--- src/rtl/nand_sched_pkg.sv ---
// Shared types and defaults for the NAND bus scheduler and its round-robin picker.
package nand_sched_pkg;

  typedef enum logic [1:0] {
    IDLE,
    GRANT,
    TURN
  } sched_state_t;

  localparam int DEF_NUM_WAYS = 8;
  localparam int DEF_TURN_CYC = 2;
  localparam int DEF_MAX_HOLD = 4096;

  // Index width for a way count; a single way still needs one bit.
  function automatic int way_w(input int n);
    return (n > 1) ? $clog2(n) : 1;
  endfunction

endpackage

--- src/rtl/nand_rr_pick.sv ---
// Combinational round-robin picker: rotates elig so ptr is at bit 0, finds the
// lowest set bit, then rotates the offset back into an absolute way index.
module nand_rr_pick
  import nand_sched_pkg::*;
#(
  parameter int N = DEF_NUM_WAYS,
  localparam int W = way_w(N)
) (
  input  logic [N-1:0] elig,
  input  logic [W-1:0] ptr,
  output logic         valid,
  output logic [W-1:0] idx
);

  logic [N-1:0] rot;
  logic [W-1:0] off;
  logic [W-1:0] src;

  always_comb begin
    rot   = '0;
    off   = '0;
    src   = '0;
    for (int i = 0; i < N; i++) begin
      src    = W'(i) + ptr;
      rot[i] = elig[src];
    end
    // Scan downwards so the lowest rotated position (closest to ptr) wins.
    for (int i = N - 1; i >= 0; i--) begin
      if (rot[i]) off = W'(i);
    end
    valid = |elig;
    idx   = ptr + off;
  end

endmodule

--- src/rtl/nand_bus_scheduler.sv ---
// Round-robin owner of one shared NAND bus: grants one way at a time behind its
// chip enable, forces a turnaround gap between owners and a release on overrun.
module nand_bus_scheduler
  import nand_sched_pkg::*;
#(
  parameter int NUM_WAYS = DEF_NUM_WAYS,
  parameter int TURN_CYC = DEF_TURN_CYC,
  parameter int MAX_HOLD = DEF_MAX_HOLD,
  localparam int WAY_W  = way_w(NUM_WAYS),
  localparam int HOLD_W = $clog2(MAX_HOLD),
  localparam int TURN_W = 4
) (
  input  logic                clk,
  input  logic                rst_n,
  input  logic [NUM_WAYS-1:0] req,
  input  logic [NUM_WAYS-1:0] release_pulse,
  input  logic [NUM_WAYS-1:0] rb_n,
  output logic [NUM_WAYS-1:0] gnt,
  output logic                gnt_valid,
  output logic [WAY_W-1:0]    gnt_id,
  output logic [NUM_WAYS-1:0] cen,
  output logic [NUM_WAYS-1:0] busy,
  output logic                timeout_err
);

  logic [NUM_WAYS-1:0] rb_meta;
  logic [NUM_WAYS-1:0] rb_sync;
  logic [NUM_WAYS-1:0] elig;

  sched_state_t        state_q, state_d;
  logic [WAY_W-1:0]    ptr_q, ptr_d;
  logic [WAY_W-1:0]    gnt_id_d;
  logic [NUM_WAYS-1:0] gnt_d;
  logic [HOLD_W-1:0]   hold_q, hold_d;
  logic [TURN_W-1:0]   turn_q, turn_d;
  logic                tmo_d;
  logic                pick_valid;
  logic [WAY_W-1:0]    pick_idx;
  logic                owner_rel;
  logic                hold_end;

  // R/B pins are asynchronous; the flops reset to "ready" so busy starts clear.
  always_ff @(posedge clk or negedge rst_n) begin
    if (!rst_n) begin
      rb_meta <= '1;
      rb_sync <= '1;
    end else begin
      rb_meta <= rb_n;
      rb_sync <= rb_meta;
    end
  end

  assign busy = ~rb_sync;
  assign elig = req & rb_sync;

  nand_rr_pick #(.N(NUM_WAYS)) u_pick (
    .elig  (elig),
    .ptr   (ptr_q),
    .valid (pick_valid),
    .idx   (pick_idx)
  );

  assign owner_rel = release_pulse[gnt_id];
  assign hold_end  = (hold_q == HOLD_W'(MAX_HOLD - 1));

  always_ff @(posedge clk or negedge rst_n) begin
    if (!rst_n) begin
      state_q     <= IDLE;
      ptr_q       <= '0;
      hold_q      <= '0;
      turn_q      <= '0;
      gnt         <= '0;
      gnt_valid   <= 1'b0;
      gnt_id      <= '0;
      cen         <= '1;
      timeout_err <= 1'b0;
    end else begin
      state_q     <= state_d;
      ptr_q       <= ptr_d;
      hold_q      <= hold_d;
      turn_q      <= turn_d;
      gnt         <= gnt_d;
      gnt_valid   <= |gnt_d;
      gnt_id      <= gnt_id_d;
      cen         <= ~gnt_d;
      timeout_err <= tmo_d;
    end
  end

  always_comb begin
    state_d  = state_q;
    ptr_d    = ptr_q;
    gnt_d    = gnt;
    gnt_id_d = gnt_id;
    hold_d   = hold_q;
    turn_d   = turn_q;
    tmo_d    = 1'b0;
    unique case (state_q)
      IDLE: begin
        if (pick_valid) begin
          gnt_d    = NUM_WAYS'(1) << pick_idx;
          gnt_id_d = pick_idx;
          ptr_d    = pick_idx + WAY_W'(1);
          hold_d   = '0;
          state_d  = GRANT;
        end
      end
      GRANT: begin
        // A release landing on the final hold cycle wins over the timeout.
        if (owner_rel || hold_end) begin
          gnt_d   = '0;
          hold_d  = '0;
          turn_d  = '0;
          tmo_d   = !owner_rel;
          state_d = (TURN_CYC == 0) ? IDLE : TURN;
        end else begin
          hold_d = hold_q + HOLD_W'(1);
        end
      end
      TURN: begin
        if (turn_q == TURN_W'(TURN_CYC - 1)) begin
          turn_d  = '0;
          state_d = IDLE;
        end else begin
          turn_d = turn_q + TURN_W'(1);
        end
      end
      default: state_d = IDLE;
    endcase
  end

endmodule

--- config.mk ---
export PLATFORM = sky130hd
export DESIGN_NAME = nand_bus_scheduler
export DESIGN_NICKNAME = d
export VERILOG_FILES = /design/src/rtl/nand_sched_pkg.sv /design/src/rtl/nand_rr_pick.sv /design/src/rtl/nand_bus_scheduler.sv
export SDC_FILE = /design/constraint.sdc
export NUM_CORES = 1
export LEC_CHECK = 0
export CAP_MARGIN = 25
export CORE_MARGIN = 4
export CORE_UTILIZATION = 50
export CTS_CLUSTER_DIAMETER = 120
export DETAILED_ROUTE_END_ITERATION = 12
export GPL_ROUTABILITY_DRIVEN = 0
export PLACE_DENSITY = 0.76
export SYNTH_ARGS = -nofsm -noshare
export SYNTH_HDL_FRONTEND = slang
export SYNTH_SLANG_ARGS = --single-unit
--- constraint.sdc ---
create_clock -name clk -period 12.1 [get_ports clk]
set_input_delay 1.815 -clock clk [delete_from_list [all_inputs] [get_ports clk]]
set_output_delay 1.815 -clock clk [all_outputs]
set_load 0.1 [all_outputs]
* Word-level counts from Yosys, hierarchy flattened *
Index checks and enable logic that the tools add are counted.

word-level totals
  bits in registers = 58
  logic and storage cells = 94
  input bits = 26
  output and inout port bits = 29

operators by class
  bitwise gates (word level) = 3
  $add $sub $neg = 11
  reductions and logical operators = 11
  shift operators = 1
  order comparisons = 9
  multiplexer cells = 41
  equal/unequal tests = 7

operators by type and width
  operator                 count
  $lt A3 B4 Y1 const B     9
  $bmux W1 S3              9
  $mux W12                 2
  $mux W3                  8
  $pmux W12 S2             1
  $mux W8                  2
  $not A8 Y8               2
  $pmux W8 S2              1
  $reduce_or A8 Y1         2
  $add A12 B1 Y12 const B  1
  $add A3 B3 Y3 const A    4
  $eq A12 B12 Y1 const B   1
  $mux W1                  11
  $and A8 B8 Y8            1
  $mux W4                  2
  $pmux W4 S2              1
  $shl A1 B3 Y8 const A    1
  $add A2 B3 Y3 const A    2
  $mux W2                  3
  $ne A2 B2 Y1 const B     3
  $pmux W2 S3              1
  $reduce_and A2 Y1        3
  $add A4 B1 Y4 const B    1
  $eq A4 B1 Y1 const B     1
  other kinds (10)         11

* Depth between registers and ports, before layout *
  depth after elaboration = 16
  mapped depth = 18
  gate-level depth less buffers = 17

* Modules after synthesis *
A second synthesis with hierarchy kept.

unflattened totals
  cell total of the unflattened synthesis = 290
  area total of the unflattened synthesis = 3281.9 um^2

by module, submodules not included
  module              seq. area each (um^2)  instances  area an instance (um^2)  cells an instance
  nand_bus_scheduler  1481.4                 1          2616.3                   226
  nand_rr_pick        0.0                    1          665.6                    64

* Worst setup path after synthesis *
Ideal clock, no wire load.

  kind = in2reg
  start = in req[5]
  end = reg gnt_valid
  path buffers = 0
  slack = 7.060 ns
  setup time = 0.138 ns
  data required time = 11.962 ns
  stages = 13
  arrival = 4.902 ns
  path through = nand2_1 mux4_2 mux2i_1 nor2_1 o311ai_0 nand3b_1 fa_1 inv_1 ha_1 ha_1 or4_1 a22oi_1 o211ai_1

on the way
  cells in the longest elaborated chain, start to end = 16
  elaborated cells between the ends (all ways) = 31
  those cells by class = add/sub: 1; shift: 1; mux: 26; bitwise: 1; reduce/logical: 2

ends and longest elaborated chain
  element                        line                       RTL
  start, declared                nand_bus_scheduler.sv:15   input logic [NUM_WAYS-1:0] req,
  $and A8 B8 Y8 (*)              nand_bus_scheduler.sv:54   assign elig = req & rb_sync;
  $bmux W1 S3                    nand_rr_pick.sv:25         rot[i] = elig[src];
  $mux W1 (implied by the code)  nand_rr_pick.sv:25
  $mux W3 (7 in a row)           nand_rr_pick.sv:29         if (rot[i]) off = W'(i);
  $mux W3 (*)                    nand_rr_pick.sv:29
  $add A3 B3 Y3 (*)              nand_rr_pick.sv:32         idx = ptr + off;
  net pick_idx[1]                nand_bus_scheduler.sv:38   logic [WAY_W-1:0] pick_idx;
  $shl A1 B3 Y8 (*)              nand_bus_scheduler.sv:101  gnt_d = NUM_WAYS'(1) << pick_idx;
  $mux W8 (*)                    nand_bus_scheduler.sv:100  if (pick_valid) begin
  $pmux W8 S2 (*)                nand_bus_scheduler.sv:98   unique case (state_q)
  $reduce_or A8 Y1 (*)           nand_bus_scheduler.sv:83   gnt_valid <= |gnt_d;
  end signal, assigned           nand_bus_scheduler.sv:83
  end, declared                  nand_bus_scheduler.sv:19   output logic gnt_valid,

The timed path passes the listed nets; every way through them passes the cells marked *. The select of a mux whose other input is x is not followed.
A chain may end at the register's enable or synchronous reset.

* Final worst setup path *
  start = in req[2]
  end = reg gnt_valid

on the way
  cells in the longest elaborated chain, start to end = 16
  elaborated cells between the ends (all ways) = 31
  those cells by class = add/sub: 1; shift: 1; mux: 26; bitwise: 1; reduce/logical: 2

ends and longest elaborated chain
  element                        line
  $and A8 B8 Y8 (*)              nand_bus_scheduler.sv:54
  $bmux W1 S3                    nand_rr_pick.sv:25
  $mux W1 (implied by the code)  nand_rr_pick.sv:25
  $mux W3 (8 in a row)           nand_rr_pick.sv:29
  $add A3 B3 Y3                  nand_rr_pick.sv:32
  $shl A1 B3 Y8                  nand_bus_scheduler.sv:101
  $mux W8 (*)                    nand_bus_scheduler.sv:100
  $pmux W8 S2 (*)                nand_bus_scheduler.sv:98
  $reduce_or A8 Y1 (*)           nand_bus_scheduler.sv:83

Mark *: on every way between the ends. The rest lies on a longest branch, timed or not. The select of a mux whose other input is x is not followed.

==> results.json <==
{
  "outcome": "finished, final reports clean",
  "synth-edff-count": 0,
  "cts-buffers-inserted": 9,
  "report.final.hold_viol_count": 0,
  "first_global_vias": 2467,
  "io_pins": 55,
  "timing.critical_path.slowest_cell_delay_ns": 0.52,
  "synth_cell_area_mm2": 0.00319,
  "ys.warnings.count": 0,
  "clock_latency_ns": 0.34,
  "drv_slew": 0,
  "clock_path_buffers": 2,
  "drc": 0,
  "synth_top_cell_by_area": "sky130_fd_sc_hd__dfrtp_1",
  "postSynthNetCount": 330,
  "gr-usage-all-layers_pct": 19.0,
  "cts-htree-levels": 3,
  "dominantRegCellSynth": "sky130_fd_sc_hd__dfrtp_1",
  "fin_crit_share_pct": 45.0,
  "synth_seq_area_share_pct": 46.4,
  "start_util_pct": 52.6,
  "worst_path_max_delay_cell": "sky130_fd_sc_hd__or4_1",
  "antenna_violating_nets_post_route": 0,
  "antenna_found_initial": 0,
  "cp_common_cell": "sky130_fd_sc_hd__nand2_1",
  "syn_to_layout_area_delta_pct": 26.0,
  "final_net_count": 390,
  "drt-wirelength-per-cell_um": 15.3,
  "core_mm2": 0.00606,
  "arr_time_crit_path_ns": 5.65,
  "rsz0062_at_grt": "no",
  "fin_setup_tns_ns": 0,
  "std_cell_rows": 28,
  "nFillCells": 481,
  "wirelength_mm": 6.62,
  "port_buffers": 54,
  "min-delay-path-class": "flop to flop",
  "die-height_um": 87.9,
  "drt_iter0_drc": 113,
  "post_route_cells_drive_above_1_share_pct": 19.0,
  "r2r_slack_ns": 7.66,
  "synth_area_per_cell_um2": 10.9,
  "clkTransAtPathRegs_ns": 0.06,
  "slew_headroom_pct": 33.8,
  "worst_pin_slew_ns": 0.989,
  "postCtsSetupBuffers": 0,
  "tritoncts": "yes",
  "crit_fanout": 5,
  "max-cap-violations": 0,
  "tritoncts_num_sinks": 58,
  "finalWorstPathRequiredPeriod_ns": 5.45,
  "synth_cells": 292,
  "grt_max_degree": 59,
  "startpoint_type": "input pin",
  "overflow": 0,
  "finalHoldWorstSlack_ns": 0.355,
  "postSynthRegisterBits": 58,
  "drt_pass1_iterations": 4,
  "postCtsHoldBufs": 0,
  "chip_width_um": 87.9,
  "synth_top_area_share_pct": 26.7,
  "fp.dieArea_mm2": 0.00772,
  "cp.required_ns": 12.31,
  "crit_path_end_kind": "flop",
  "max_freq_mhz": 184,
  "asyncSetResetFlopFracSynth_pct": 100,
  "yosysUniqueCellTypes": 55,
  "antenna_cells_inserted": 0,
  "cts-resized-gates": 0,
  "synth_top_cells_by_area": "sky130_fd_sc_hd__dfrtp_1 (27%), sky130_fd_sc_hd__dfstp_2 (20%), sky130_fd_sc_hd__mux4_2 (7.8%)",
  "viasPerCell": 5.74,
  "timing_worst_setup_path_type": "input pin to flop",
  "cts_root_buffer": "sky130_fd_sc_hd__clkbuf_8",
  "route.vias.total": 2481,
  "post-route-util_pct": 66.3,
  "first_pass_grt_wire_length_mm": 11.4,
  "fin_skew_ns": 0.00867,
  "hpwl_mm": 4.90,
  "path_cells": "clkdlybuf4s50_1, nand2_1, mux4_2, mux2i_1, nor2_1, o311ai_0, nand3b_1, fa_1, xnor2_1, o21ai_1, nand2_1, ha_1, or4_1, a22oi_1, o211ai_1",
  "finalSetupViolations": 0
}
## per-stage QoR
| stage | instance area, um2 | cells | setup slack, ns |
|---|---|---|---|
| floorplan | 3190 | 292 | 7.06 |
| global placement | 3780 | 416 | 6.44 |
| detailed placement | 3780 | 416 | 6.33 |
| CTS | 4020 | 432 | 6.69 |
| global route | 4020 | 432 | 6.24 |
| finish | 4020 | 432 | 6.65 |
## cells in the mapped netlist (all sizes together) (4+ instances only)
cell type and n:
a21o 5, a21oi 7, and2 6, and3 9, buf 4, dfrtp 34, dfstp 24, ha 11
inv 20, mux2 4, mux2i 6, mux4 12, nand2 29, nand2b 4, nand3 23, nor2 16
nor3 6, nor4 5, o21ai 21, xor2 5
## worst paths after layout
check / start / end / depth (start not counted)
setup / recovery: req[2] / gnt_valid / 15
hold reg to reg: rb_meta[6] / rb_sync[6] / 0
hold / removal: rb_meta[6] / rb_sync[6] / 0
min in group asynchronous: rst_n / hold_q[6] / 2
setup reg to reg: ptr_q[0] / gnt_valid / 17
max in group asynchronous: rst_n / ptr_q[1] / 2
## sequential cells by signal, indices dropped and copies added, names as in the netlist
| name | flops |
|---|---|
| timeout_err | 1 |
| cen | 8 |
| turn_q | 4 |
| state_q | 2 |
| rb_sync | 8 |
| gnt_id | 3 |
| gnt_valid | 1 |
| ptr_q | 3 |
| rb_meta | 8 |
| hold_q | 12 |
| gnt | 8 |
## logic make-up (layout without fill, tap and decap cells)
logic type | count (synthesis) | after routing | synth area share (%)
muxes | 22 | 22 | 11.9
buffers and inverters | 27 | 92 | 3.88
AOI/OAI and AO/OA | 55 | 55 | 11.7
and+or+nand+nor | 110 | 110 | 18.7
xor gates and xnor gates | 8 | 8 | 2.43
adders and majority gates | 12 | 12 | 4.94
DFF | 58 | 58 | 46.4
## routing by layer
metal / GRT usage, % / routed length [um]
met3: 4.33 / 356
met4: 8.79 / 161
met1: 24.5 / 2950
met2: 30.4 / 3160
met5: 0 / 0
## placed cells by master, fill, tap and decap left out, types with 4 or more instances in the layout
cell type / count
sky130_fd_sc_hd__xor2_1: 4
sky130_fd_sc_hd__mux4_2: 11
sky130_fd_sc_hd__and3_1: 9
sky130_fd_sc_hd__dfstp_2: 24
sky130_fd_sc_hd__nand2_1: 28
sky130_fd_sc_hd__inv_1: 20
sky130_fd_sc_hd__a21o_1: 5
sky130_fd_sc_hd__a21oi_1: 7
sky130_fd_sc_hd__and2_1: 6
sky130_fd_sc_hd__clkdlybuf4s50_1: 53
sky130_fd_sc_hd__mux2_2: 4
sky130_fd_sc_hd__ha_1: 11
sky130_fd_sc_hd__nor3_1: 6
sky130_fd_sc_hd__dfrtp_1: 34
sky130_fd_sc_hd__clkbuf_8: 9
sky130_fd_sc_hd__nand3_1: 21
sky130_fd_sc_hd__o21ai_0: 17
sky130_fd_sc_hd__nor2_1: 16
sky130_fd_sc_hd__nand2b_1: 4
sky130_fd_sc_hd__nor4_1: 4
sky130_fd_sc_hd__mux2i_1: 6
## worst max-delay path: cells and delay by family
| family | cells | cell delay [ns] |
|---|---|---|
| adder cells (fa/ha/maj) | 2 | 0.67 |
| AO/OA/AOI/OAI | 4 | 0.70 |
| buffers and inverters | 1 | 0.50 |
| multiplexers | 2 | 0.82 |
| AND/OR/NAND/NOR | 5 | 0.93 |
| XOR/XNOR | 1 | 0.21 |
## layout make-up
class / count / area [um2] / share of cell area [%]
flip-flops and latches: 58 / 1480 / 36.9
clock inverters: 5 / 103 / 2.55
repair buffers: 56 / 551 / 13.7
clock buffers: 11 / 131 / 3.27
multi-input cells: 207 / 1580 / 39.4
inverters: 20 / 75.1 / 1.87
well taps: 75 / 93.8 / 2.33
Power is left out: the tool's default activity adds up to more than one toggle a clock period on the data nets, which glitch-free logic cannot reach.
